### src/rtl/jk_pkg.sv
// Shared types and excitation encoding for the JK bank driver.
// Excitation codes are {J,K}; the JK toggle code is never generated.
package jk_pkg;

  typedef enum logic [1:0] {
    StIdle,
    StDrive,
    StSettle,
    StCheck
  } jk_state_e;

  localparam logic [1:0] JK_HOLD = 2'b00;
  localparam logic [1:0] JK_SET  = 2'b10;
  localparam logic [1:0] JK_RST  = 2'b01;

  // Map current bit c and target bit t to {J,K}; don't-cares resolve to 0.
  function automatic logic [1:0] jk_excite(input logic c, input logic t);
    logic [1:0] code;
    unique case ({c, t})
      2'b01:   code = JK_SET;
      2'b10:   code = JK_RST;
      default: code = JK_HOLD;
    endcase
    return code;
  endfunction

endpackage

### src/rtl/jk_excite_drv_if.sv
// Target-word valid/ready handshake between a pattern source and the JK driver.
interface jk_excite_drv_if #(
  parameter int unsigned W = 4
);
  logic         tgt_valid;
  logic [W-1:0] tgt_data;
  logic         tgt_ready;

  modport master (output tgt_valid, output tgt_data, input tgt_ready);
  modport slave  (input tgt_valid, input tgt_data, output tgt_ready);
endinterface

### src/rtl/jk_excite_bit.sv
// Combinational per-bit mapper from (current, target) to JK excitation.
module jk_excite_bit
  import jk_pkg::*;
(
  input  logic c,
  input  logic t,
  output logic j,
  output logic k
);

  assign {j, k} = jk_excite(c, t);

endmodule

### src/rtl/jk_excite_drv.sv
// Drives J/K and a one-cycle load enable into a JK register bank, then checks
// the bank's feedback against the requested target and counts mismatches.
module jk_excite_drv
  import jk_pkg::*;
#(
  parameter int unsigned W     = 4,
  parameter int unsigned ERR_W = 8
) (
  input  logic             clk,
  input  logic             rst_n,
  jk_excite_drv_if.slave   tgt,
  output logic [W-1:0]     j,
  output logic [W-1:0]     k,
  output logic             jk_en,
  input  logic [W-1:0]     q_fb,
  output logic [W-1:0]     cur_state,
  output logic             mismatch,
  output logic [ERR_W-1:0] err_cnt,
  output logic             busy
);

  jk_state_e      state_q, state_d;
  logic [W-1:0]   tgt_q;
  logic [W-1:0]   j_q, k_q;
  logic [W-1:0]   j_ex, k_ex;
  logic [W-1:0]   cur_state_q;
  logic [ERR_W-1:0] err_q;
  logic           accept;

  // Excitation is derived from the tracked state, not the live feedback.
  for (genvar i = 0; i < W; i++) begin : g_bit
    jk_excite_bit u_bit (
      .c (cur_state_q[i]),
      .t (tgt.tgt_data[i]),
      .j (j_ex[i]),
      .k (k_ex[i])
    );
  end

  assign accept = tgt.tgt_valid && (state_q == StIdle);

  always_comb begin
    state_d = state_q;
    unique case (state_q)
      StIdle:   if (accept) state_d = StDrive;
      StDrive:  state_d = StSettle;
      StSettle: state_d = StCheck;
      StCheck:  state_d = StIdle;
      default:  state_d = StIdle;
    endcase
  end

  always_comb begin
    tgt.tgt_ready = (state_q == StIdle);
    busy          = (state_q != StIdle);
    jk_en         = (state_q == StDrive);
    j             = jk_en ? j_q : '0;
    k             = jk_en ? k_q : '0;
    mismatch      = (state_q == StCheck) && (q_fb != tgt_q);
    cur_state     = cur_state_q;
    err_cnt       = err_q;
  end

  always_ff @(posedge clk or negedge rst_n) begin
    if (!rst_n) begin
      state_q     <= StIdle;
      tgt_q       <= '0;
      j_q         <= '0;
      k_q         <= '0;
      cur_state_q <= '0;
      err_q       <= '0;
    end else begin
      state_q <= state_d;
      if (accept) begin
        tgt_q <= tgt.tgt_data;
        j_q   <= j_ex;
        k_q   <= k_ex;
      end
      // Resync to the real bank state even on a mismatch.
      if (state_q == StCheck) begin
        cur_state_q <= q_fb;
        if (mismatch && (err_q != {ERR_W{1'b1}})) begin
          err_q <= err_q + ERR_W'(1);
        end
      end
    end
  end

endmodule

### src/flat_wrapper.sv
// flat-port wrapper written by rule: the top's interface ports become plain ports
module jk_excite_drv_flat import jk_pkg::*;
#(
  parameter int unsigned W     = 4,
  parameter int unsigned ERR_W = 8
)
  (clk, rst_n, j, k, jk_en, q_fb, cur_state, mismatch, err_cnt, busy, tgt_tgt_valid, tgt_tgt_data, tgt_tgt_ready);
  jk_excite_drv_if #(.W(W)) tgt_i ();
  input  logic clk;
  input  logic rst_n;
  output logic [W-1:0] j;
  output logic [W-1:0] k;
  output logic jk_en;
  input  logic [W-1:0] q_fb;
  output logic [W-1:0] cur_state;
  output logic mismatch;
  output logic [ERR_W-1:0] err_cnt;
  output logic busy;
  input wire logic [$bits(tgt_i.tgt_valid)-1:0] tgt_tgt_valid;
  input wire logic [$bits(tgt_i.tgt_data)-1:0] tgt_tgt_data;
  output wire logic [$bits(tgt_i.tgt_ready)-1:0] tgt_tgt_ready;
  assign tgt_i.tgt_valid = tgt_tgt_valid;
  assign tgt_i.tgt_data = tgt_tgt_data;
  assign tgt_tgt_ready = tgt_i.tgt_ready;
  jk_excite_drv #(.W(W), .ERR_W(ERR_W)) u_core (.clk(clk), .rst_n(rst_n), .tgt(tgt_i), .j(j), .k(k), .jk_en(jk_en), .q_fb(q_fb), .cur_state(cur_state), .mismatch(mismatch), .err_cnt(err_cnt), .busy(busy));
endmodule
### config.mk
export PLATFORM = sky130hd
export DESIGN_NAME = jk_excite_drv_flat
export DESIGN_NICKNAME = d
export VERILOG_FILES = /design/src/rtl/jk_pkg.sv /design/src/rtl/jk_excite_drv_if.sv /design/src/rtl/jk_excite_bit.sv /design/src/rtl/jk_excite_drv.sv /design/src/flat_wrapper.sv
export SDC_FILE = /design/constraint.sdc
export NUM_CORES = 1
export LEC_CHECK = 0
export ABC_AREA = 1
export ABC_CLOCK_PERIOD_IN_PS = 2600
export CELL_PAD_IN_SITES_DETAIL_PLACEMENT = 1
export CELL_PAD_IN_SITES_GLOBAL_PLACEMENT = 2
export CORE_MARGIN = 3
export CORE_UTILIZATION = 31
export CTS_BUF_LIST = sky130_fd_sc_hd__clkbuf_4
export CTS_CLUSTER_SIZE = 28
export DETAILED_ROUTE_END_ITERATION = 8
export PLACE_DENSITY = 0.92
export SETUP_SLACK_MARGIN = 0.2
export SYNTH_ARGS = -nofsm -noshare
export SYNTH_HDL_FRONTEND = slang
export SYNTH_SLANG_ARGS = --single-unit
### constraint.sdc
create_clock -name clk -period 2.6 [get_ports clk]
set_input_delay 0.52 -clock clk [delete_from_list [all_inputs] [get_ports clk]]
set_output_delay 0.52 -clock clk [all_outputs]
set_load 0.05 [all_outputs]
==> metrics.md, run 1 <==
| Metric | Value |
|---|---|
| Worst Setup SP | `u_core.err_cnt[4]` |
| Sequential share of power | `31.4%` |
| Pin count of the biggest net entering global routing | `27` |
| Highest Clock Rate | `442.9 MHz` |
| Switching share of total power | `50.20%` |
| Setup crit end | `err_cnt[4]` |
| Crit path time final | `2.258 ns` |
| Unrepaired setup endpoints after global routing | `false` |
| GRT Residual Overflow | `0` |
| Initial antenna violation count | `0` |
| TNS Setup | `0 ns` |
| H-tree levels | `1` |
| Max-cap check violation count | `0` |
| Detailed Place HPWL | `2631 um` |
| Number of port buffers | `34` |
| Mean Syn Cell Area | `7.858 um2` |
| Die Y-Extent | `73.92 um` |
| DRT Pass-1 Iters | `4` |
| Final clock skew | `0.01469 ns` |
| Setup WS post-layout | `0.3421 ns` |
| Setup Buffers After CTS | `0` |
| Hold_buf cts | `0` |
| Die X | `73.92 um` |
| Vias post-DR | `1245` |
| Final antenna-violating net count | `0` |
| Final Hold Fails | `0` |
| Critical path class | `flip-flop to output port` |
| Maximum VDD drop | `0.6337 mV` |
| Post_cts resized | `2` |
| Clock transition at path regs | `0.16 ns` |
| Worst slack, placed | `0.2519 ns` |
| Pint | `1.123 mW` |
| Worst path bufs/invs | `1` |
| P_sw | `1.132 mW` |
| Crit share post-route | `86.84%` |
| Rows | `24` |
| Diodes inserted | `0` |
| Least-Margin Pin Slew | `0.4996 ns` |
| First-pass GRT wire length | `5982 um` |
| Startpoint class of the critical path | `flip-flop` |
| RR Startpoint | `u_core.state_q[1]` |
| Commonest non-fill, non-tap cell in the layout | `nand2_1` |
| Final setup viols | `0` |
| Clock Tree Root | `clkbuf_4` |
| CTS sink cnt | `26` |
| Register area share after synthesis | `45.49%` |
| Status | `complete, no violations` |
| Share of layout cells above drive strength 1 | `10.70%` |
| Worst path max stage delay | `0.86 ns` |
| Synth Register Bits | `26` |
| Gate power share | `55.7%` |
| Family with the most delay on the worst path | `buffers and inverters` |
| Starting DRT DRC Count | `56` |
| YS warnings | `0` |
| Max FO, Critical Path | `6` |
| Worst path required time | `2.08 ns` |
| Hold Path Origin | `u_core.k_q[1]` |
| Leakage power | `0.9931 nW` |
| Clock Latency Late Sink | `0.34 ns` |
| Initial Util | `32.40%` |
| Final WL | `3537 um` |
| Area Overhead vs Synth | `29.31%` |
| Clock Path Buffers | `2` |
| WP depth | `1` |
| WL per Instance | `13.25 um` |
| RR Endpoint | `u_core.j_q[0]` |
| CP Capture Type | `output port` |
| Clock share of power | `12.9%` |
| Syn_nets | `199` |
| Most frequent cells in the layout | `nand2_1, inv_1, dfrtp_1` |
| Synth unique cells | `23` |
| Mapped Area | `1430 um2` |
| GRT Total Usage | `14.49%` |
| Final net count | `233` |
| CTS tree | `yes` |
| Drt drc | `0` |
| Post-DR vias/cell | `4.663` |
| Max_slew headroom | `66.59%` |
| Post-layout util | `41.89%` |
| Routability cong. | `0.7130` |
| Fin area | `1849 um2` |
| Number of global-route vias before repair | `1233` |
| Overall power | `2.256 mW` |
| Synthesized instance count | `182` |
| Slowest library cell on the worst path | `clkdlybuf4s50_1` |
| Arrival @ worst endpoint | `1.74 ns` |
| Pwr/cell area | `1220 nW/um2` |
| Hold path depth | `2` |
| IO Pins | `35` |
| Core ar. | `4414 um2` |
| Crit-path cells | `clkdlybuf4s50_1` |
| Min-delay worst type | `flip-flop to flip-flop` |
| Die ar. | `5464 um2` |
| CTS buffer count | `3` |
| Reg2reg setup slack | `1.00 ns` |
| FF-to-FF path depth | `7` |
| Pins Over Slew Limit | `0` |
| Placed cell areas | `1799 um2` |
## state kept, by name, summed over array words and instances, names as in the netlist
signal            cells
u_core.state_q        2
u_core.err_cnt        8
u_core.cur_state      4
u_core.j_q            4
u_core.tgt_q          4
u_core.k_q            4
## area by class of cell
class,instances,area [um2]
fill,545,2565
sequential,26,650.6
multi-input combinational,118,620.6
timing repair buffer,37,347.8
inverter,30,112.6
tap,52,65.06
clock inverter,1,30.03
clock buffer,3,22.52
## worst min path at each step
| stage | slack, ns | endpoint |
|---|---|---|
| after floorplan | 0.22 | u_core.cur_state[0] |
| after global placement | 0.46 | u_core.k_q[1] |
| after detailed placement | 0.47 | u_core.k_q[1] |
| after CTS | 0.50 | u_core.k_q[1] |
| after global routing | 0.53 | u_core.j_q[2] |
| final | 0.50 | u_core.k_q[1] |
## cells in the mapped netlist, drive strengths merged
cell / n / share of area [%]
nand2: 66 / 17
inv: 30 / 7.9
dfrtp: 26 / 45
o21ai: 15 / 5.2
nand4: 10 / 5.4
ha: 6 / 5.2
nor2: 6 / 2.1
buf: 5 / 2.4
nand3: 5 / 2.6
clkbuf: 3 / 0.79
o31ai: 3 / 1.6
xnor2: 2 / 1.2
a21boi: 1 / 0.53
a21oi: 1 / 0.35
nand3b: 1 / 0.53
or2: 1 / 0.44
xor2: 1 / 0.61
## power by group through the flow
stage / Combinational (mW) / Sequential (mW) / Clock, mW
after floorplan: 0.807 / 0.791 / 0
after global placement: 1.25 / 0.710 / 0
after detailed placement: 1.28 / 0.722 / 0
after CTS: 1.27 / 0.711 / 0.302
after global routing: 1.38 / 0.741 / 0.316
final: 1.26 / 0.708 / 0.291
## routing by layer
layer | routed length, um | track usage, %
met2 | 1612 | 22.64
met5 | 0 | 0
met3 | 142 | 2.326
met1 | 1727 | 20.15
met4 | 55 | 5.433
## logic make-up (layout without fill, tap and decap cells)
logic type               Yosys count  count (layout)  share of synthesized area (%)
AO/OA/AOI/OAI                     20              20                          7.699
buffers and inverters             38              71                          11.11
flip-flops                        26              26                          45.49
adder cells (fa/ha/maj)            6               6                          5.249
XOR/XNOR                           3               3                          1.838
AND/OR/NAND/NOR                   89              89                          28.61
## metrics by stage
step,hold slack (ns),cells
finish,0.4970,267
global route,0.5287,267
CTS,0.5031,267
detailed placement,0.4686,263
global placement,0.4638,263
floorplan,0.2244,182
Power figures use the tool's default switching activity.
==> run 2, diff against run 1 <==
--- a/config.mk
+++ b/config.mk
@@ -15,6 +15,7 @@
 export CTS_CLUSTER_SIZE = 28
 export DETAILED_ROUTE_END_ITERATION = 8
 export PLACE_DENSITY = 0.92
+export REMOVE_ABC_BUFFERS = 1
 export SETUP_SLACK_MARGIN = 0.2
 export SYNTH_ARGS = -nofsm -noshare
 export SYNTH_HDL_FRONTEND = slang
==> metrics.md, run 2 (synthesis results as in run 1) <==
| Metric | Value |
|---|---|
| Multi-input gate area | `623.1 um2` |
| IO Pins | `35` |
| Worst path max stage delay | `0.53 ns` |
| Max FO, Critical Path | `3` |
| # fillers | `551` |
| Min-delay worst type | `flip-flop to flip-flop` |
| Drt drc | `0` |
| Area Overhead vs Synth | `30.62%` |
| Unrepaired setup endpoints after global routing | `false` |
| Setup Buffers After CTS | `0` |
| Vias post-DR | `1239` |
| Crit path time final | `2.288 ns` |
| Diodes inserted | `0` |
| WL per Instance | `13.09 um` |
| Die ar. | `5464 um2` |
| Most used cell, CP | `nand2_1` |
| Highest Clock Rate | `437.0 MHz` |
| Share of layout cells above drive strength 1 | `11.52%` |
| Clock Path Buffers | `2` |
| H-tree levels | `1` |
| Final setup viols | `0` |
| Clock transition at path regs | `0.15 ns` |
| Maximum VDD drop | `0.4437 mV` |
| Min Hold Slack | `0.5026 ns` |
| Reg2reg setup slack | `1.03 ns` |
| Status | `complete, no violations` |
| GRT Total Usage | `13.89%` |
| GRT Residual Overflow | `0` |
| Initial Util | `32.40%` |
| Detailed Place HPWL | `2622 um` |
| First-pass GRT wire length | `5913 um` |
| Starting DRT DRC Count | `38` |
| DRT Pass-1 Iters | `4` |
| Routability cong. | `0.7415` |
| Pwr/cell area | `1211 nW/um2` |
| CTS buffer count | `3` |
| Core ar. | `4414 um2` |
| Post-DR vias/cell | `4.606` |
| Commonest non-fill, non-tap cell in the layout | `nand2_1` |
| Slowest library cell on the worst path | `clkdlybuf4s50_1` |
| Clock Latency Late Sink | `0.33 ns` |
| Max_slew headroom | `66.82%` |
| Least-Margin Pin Slew | `0.4962 ns` |
| Pins Over Slew Limit | `0` |
| Most frequent cells in the layout | `nand2_1, inv_1, dfrtp_1` |
| Number of global-route vias before repair | `1262` |
| Crit-path cells | `clkdlybuf4s50_1, inv_1, nand2_1, nand2_1, nor2_1, a21boi_0, buf_4, buf_12` |
| Final Hold Fails | `0` |
| FF/Latch Area | `650.6 um2` |
| Leakage power | `1.004 nW` |
| Arrival @ worst endpoint | `1.77 ns` |
| Final net count | `235` |
| CTS sink cnt | `26` |
| Number of port buffers | `34` |
| Max FFs per register | `8` |
| Final WL | `3522 um` |
| Final antenna-violating net count | `0` |
| Startpoint class of the critical path | `primary input` |
| Worst path required time | `2.08 ns` |
| Max-cap check violation count | `0` |
| Rows | `24` |
| TNS Setup | `0 ns` |
| Die X | `73.92 um` |
| Clock Tree Root | `clkbuf_4` |
| Crit share post-route | `88.01%` |
| Pin count of the biggest net entering global routing | `27` |
| CP Capture Type | `output port` |
| Final clock skew | `0.001955 ns` |
| Die Y-Extent | `73.92 um` |
| CTS tree | `yes` |
| Initial antenna violation count | `0` |
| Critical path class | `primary input to output port` |
run 2: changes by cell type in the layout (fill, tap and decap cells not counted):
cell / before / now
a21boi_0: 0 / 1
dlygate4sd2_1: 2 / 3
buf_4: 12 / 13
a21boi_1: 1 / 0
nor2_2: 0 / 1
nor2_1: 5 / 4
run 2: per-stage QoR:
stage | area [um2] | setup WS (ns) | total power [mW] | util [%] | cells
after global routing | 1868 | 0.2239 | 2.430 | 42.32 | 269
after floorplan | 1384 | 0.07226 | 1.542 | - | 174
after CTS | 1866 | 0.2904 | 2.289 | 42.26 | 269
after detailed placement | 1817 | 0.3021 | 2.019 | 41.16 | 265
final | 1868 | 0.3117 | 2.262 | 42.32 | 269
after global placement | 1817 | 0.3361 | 1.983 | 41.16 | 265
run 2: metal layers:
metal | global-route usage, % | part of all wire, %
met1 | 19.36 | 47
met2 | 22.44 | 50
met3 | 1.778 | 2.9
met4 | 4.225 | 0.82
met5 | 0 | 0
run 2: where the power goes:
part | leakage, nW | internal (mW) | switching (mW)
Combinational | 0.644 | 0.414 | 0.858
Clock | 0.0279 | 0.156 | 0.132
Sequential | 0.333 | 0.568 | 0.135
run 2: area by class of cell:
class,count,area share [%]
clock buffers,3,1.206
clock inverters,1,1.608
inverters,30,6.028
multi-input cells,118,33.36
flip-flops and latches,26,34.83
well taps,52,3.483
repair buffers,39,19.49
run 2: path summary, 6_finish.rpt:
kind / end / depth (start not counted) / start
max: mismatch / 8 / q_fb[1]
min: u_core.k_q[3] / 2 / u_core.k_q[3]
max reg2reg: u_core.j_q[1] / 7 / u_core.state_q[0]
min reg2reg: u_core.k_q[3] / 2 / u_core.k_q[3]
max in group asynchronous: u_core.err_cnt[6] / 2 / rst_n
min in group asynchronous: u_core.err_cnt[5] / 2 / rst_n
run 2: worst max-delay path, delay by kind of cell:
kind	cells	cell delay [ns]
buf+inv	4	0.87
simple gates	3	0.27
compound gates	1	0.11
run 2: timing repair:
action	in CTS	in global routing
gates cloned	0	0
pin swaps	0	0
hold buffers	0	0
gates resized for setup	3	1
setup endpoints to repair	3	1
==> run 3, diff against run 2 <==
--- a/config.mk
+++ b/config.mk
@@ -12,7 +12,7 @@
 export CORE_MARGIN = 3
 export CORE_UTILIZATION = 31
 export CTS_BUF_LIST = sky130_fd_sc_hd__clkbuf_4
-export CTS_CLUSTER_SIZE = 28
+export CTS_CLUSTER_SIZE = 24
 export DETAILED_ROUTE_END_ITERATION = 8
 export PLACE_DENSITY = 0.92
 export REMOVE_ABC_BUFFERS = 1
==> results of run 3 <==
Same layout as run 2: the final DEF is identical, and so are final timing and power.
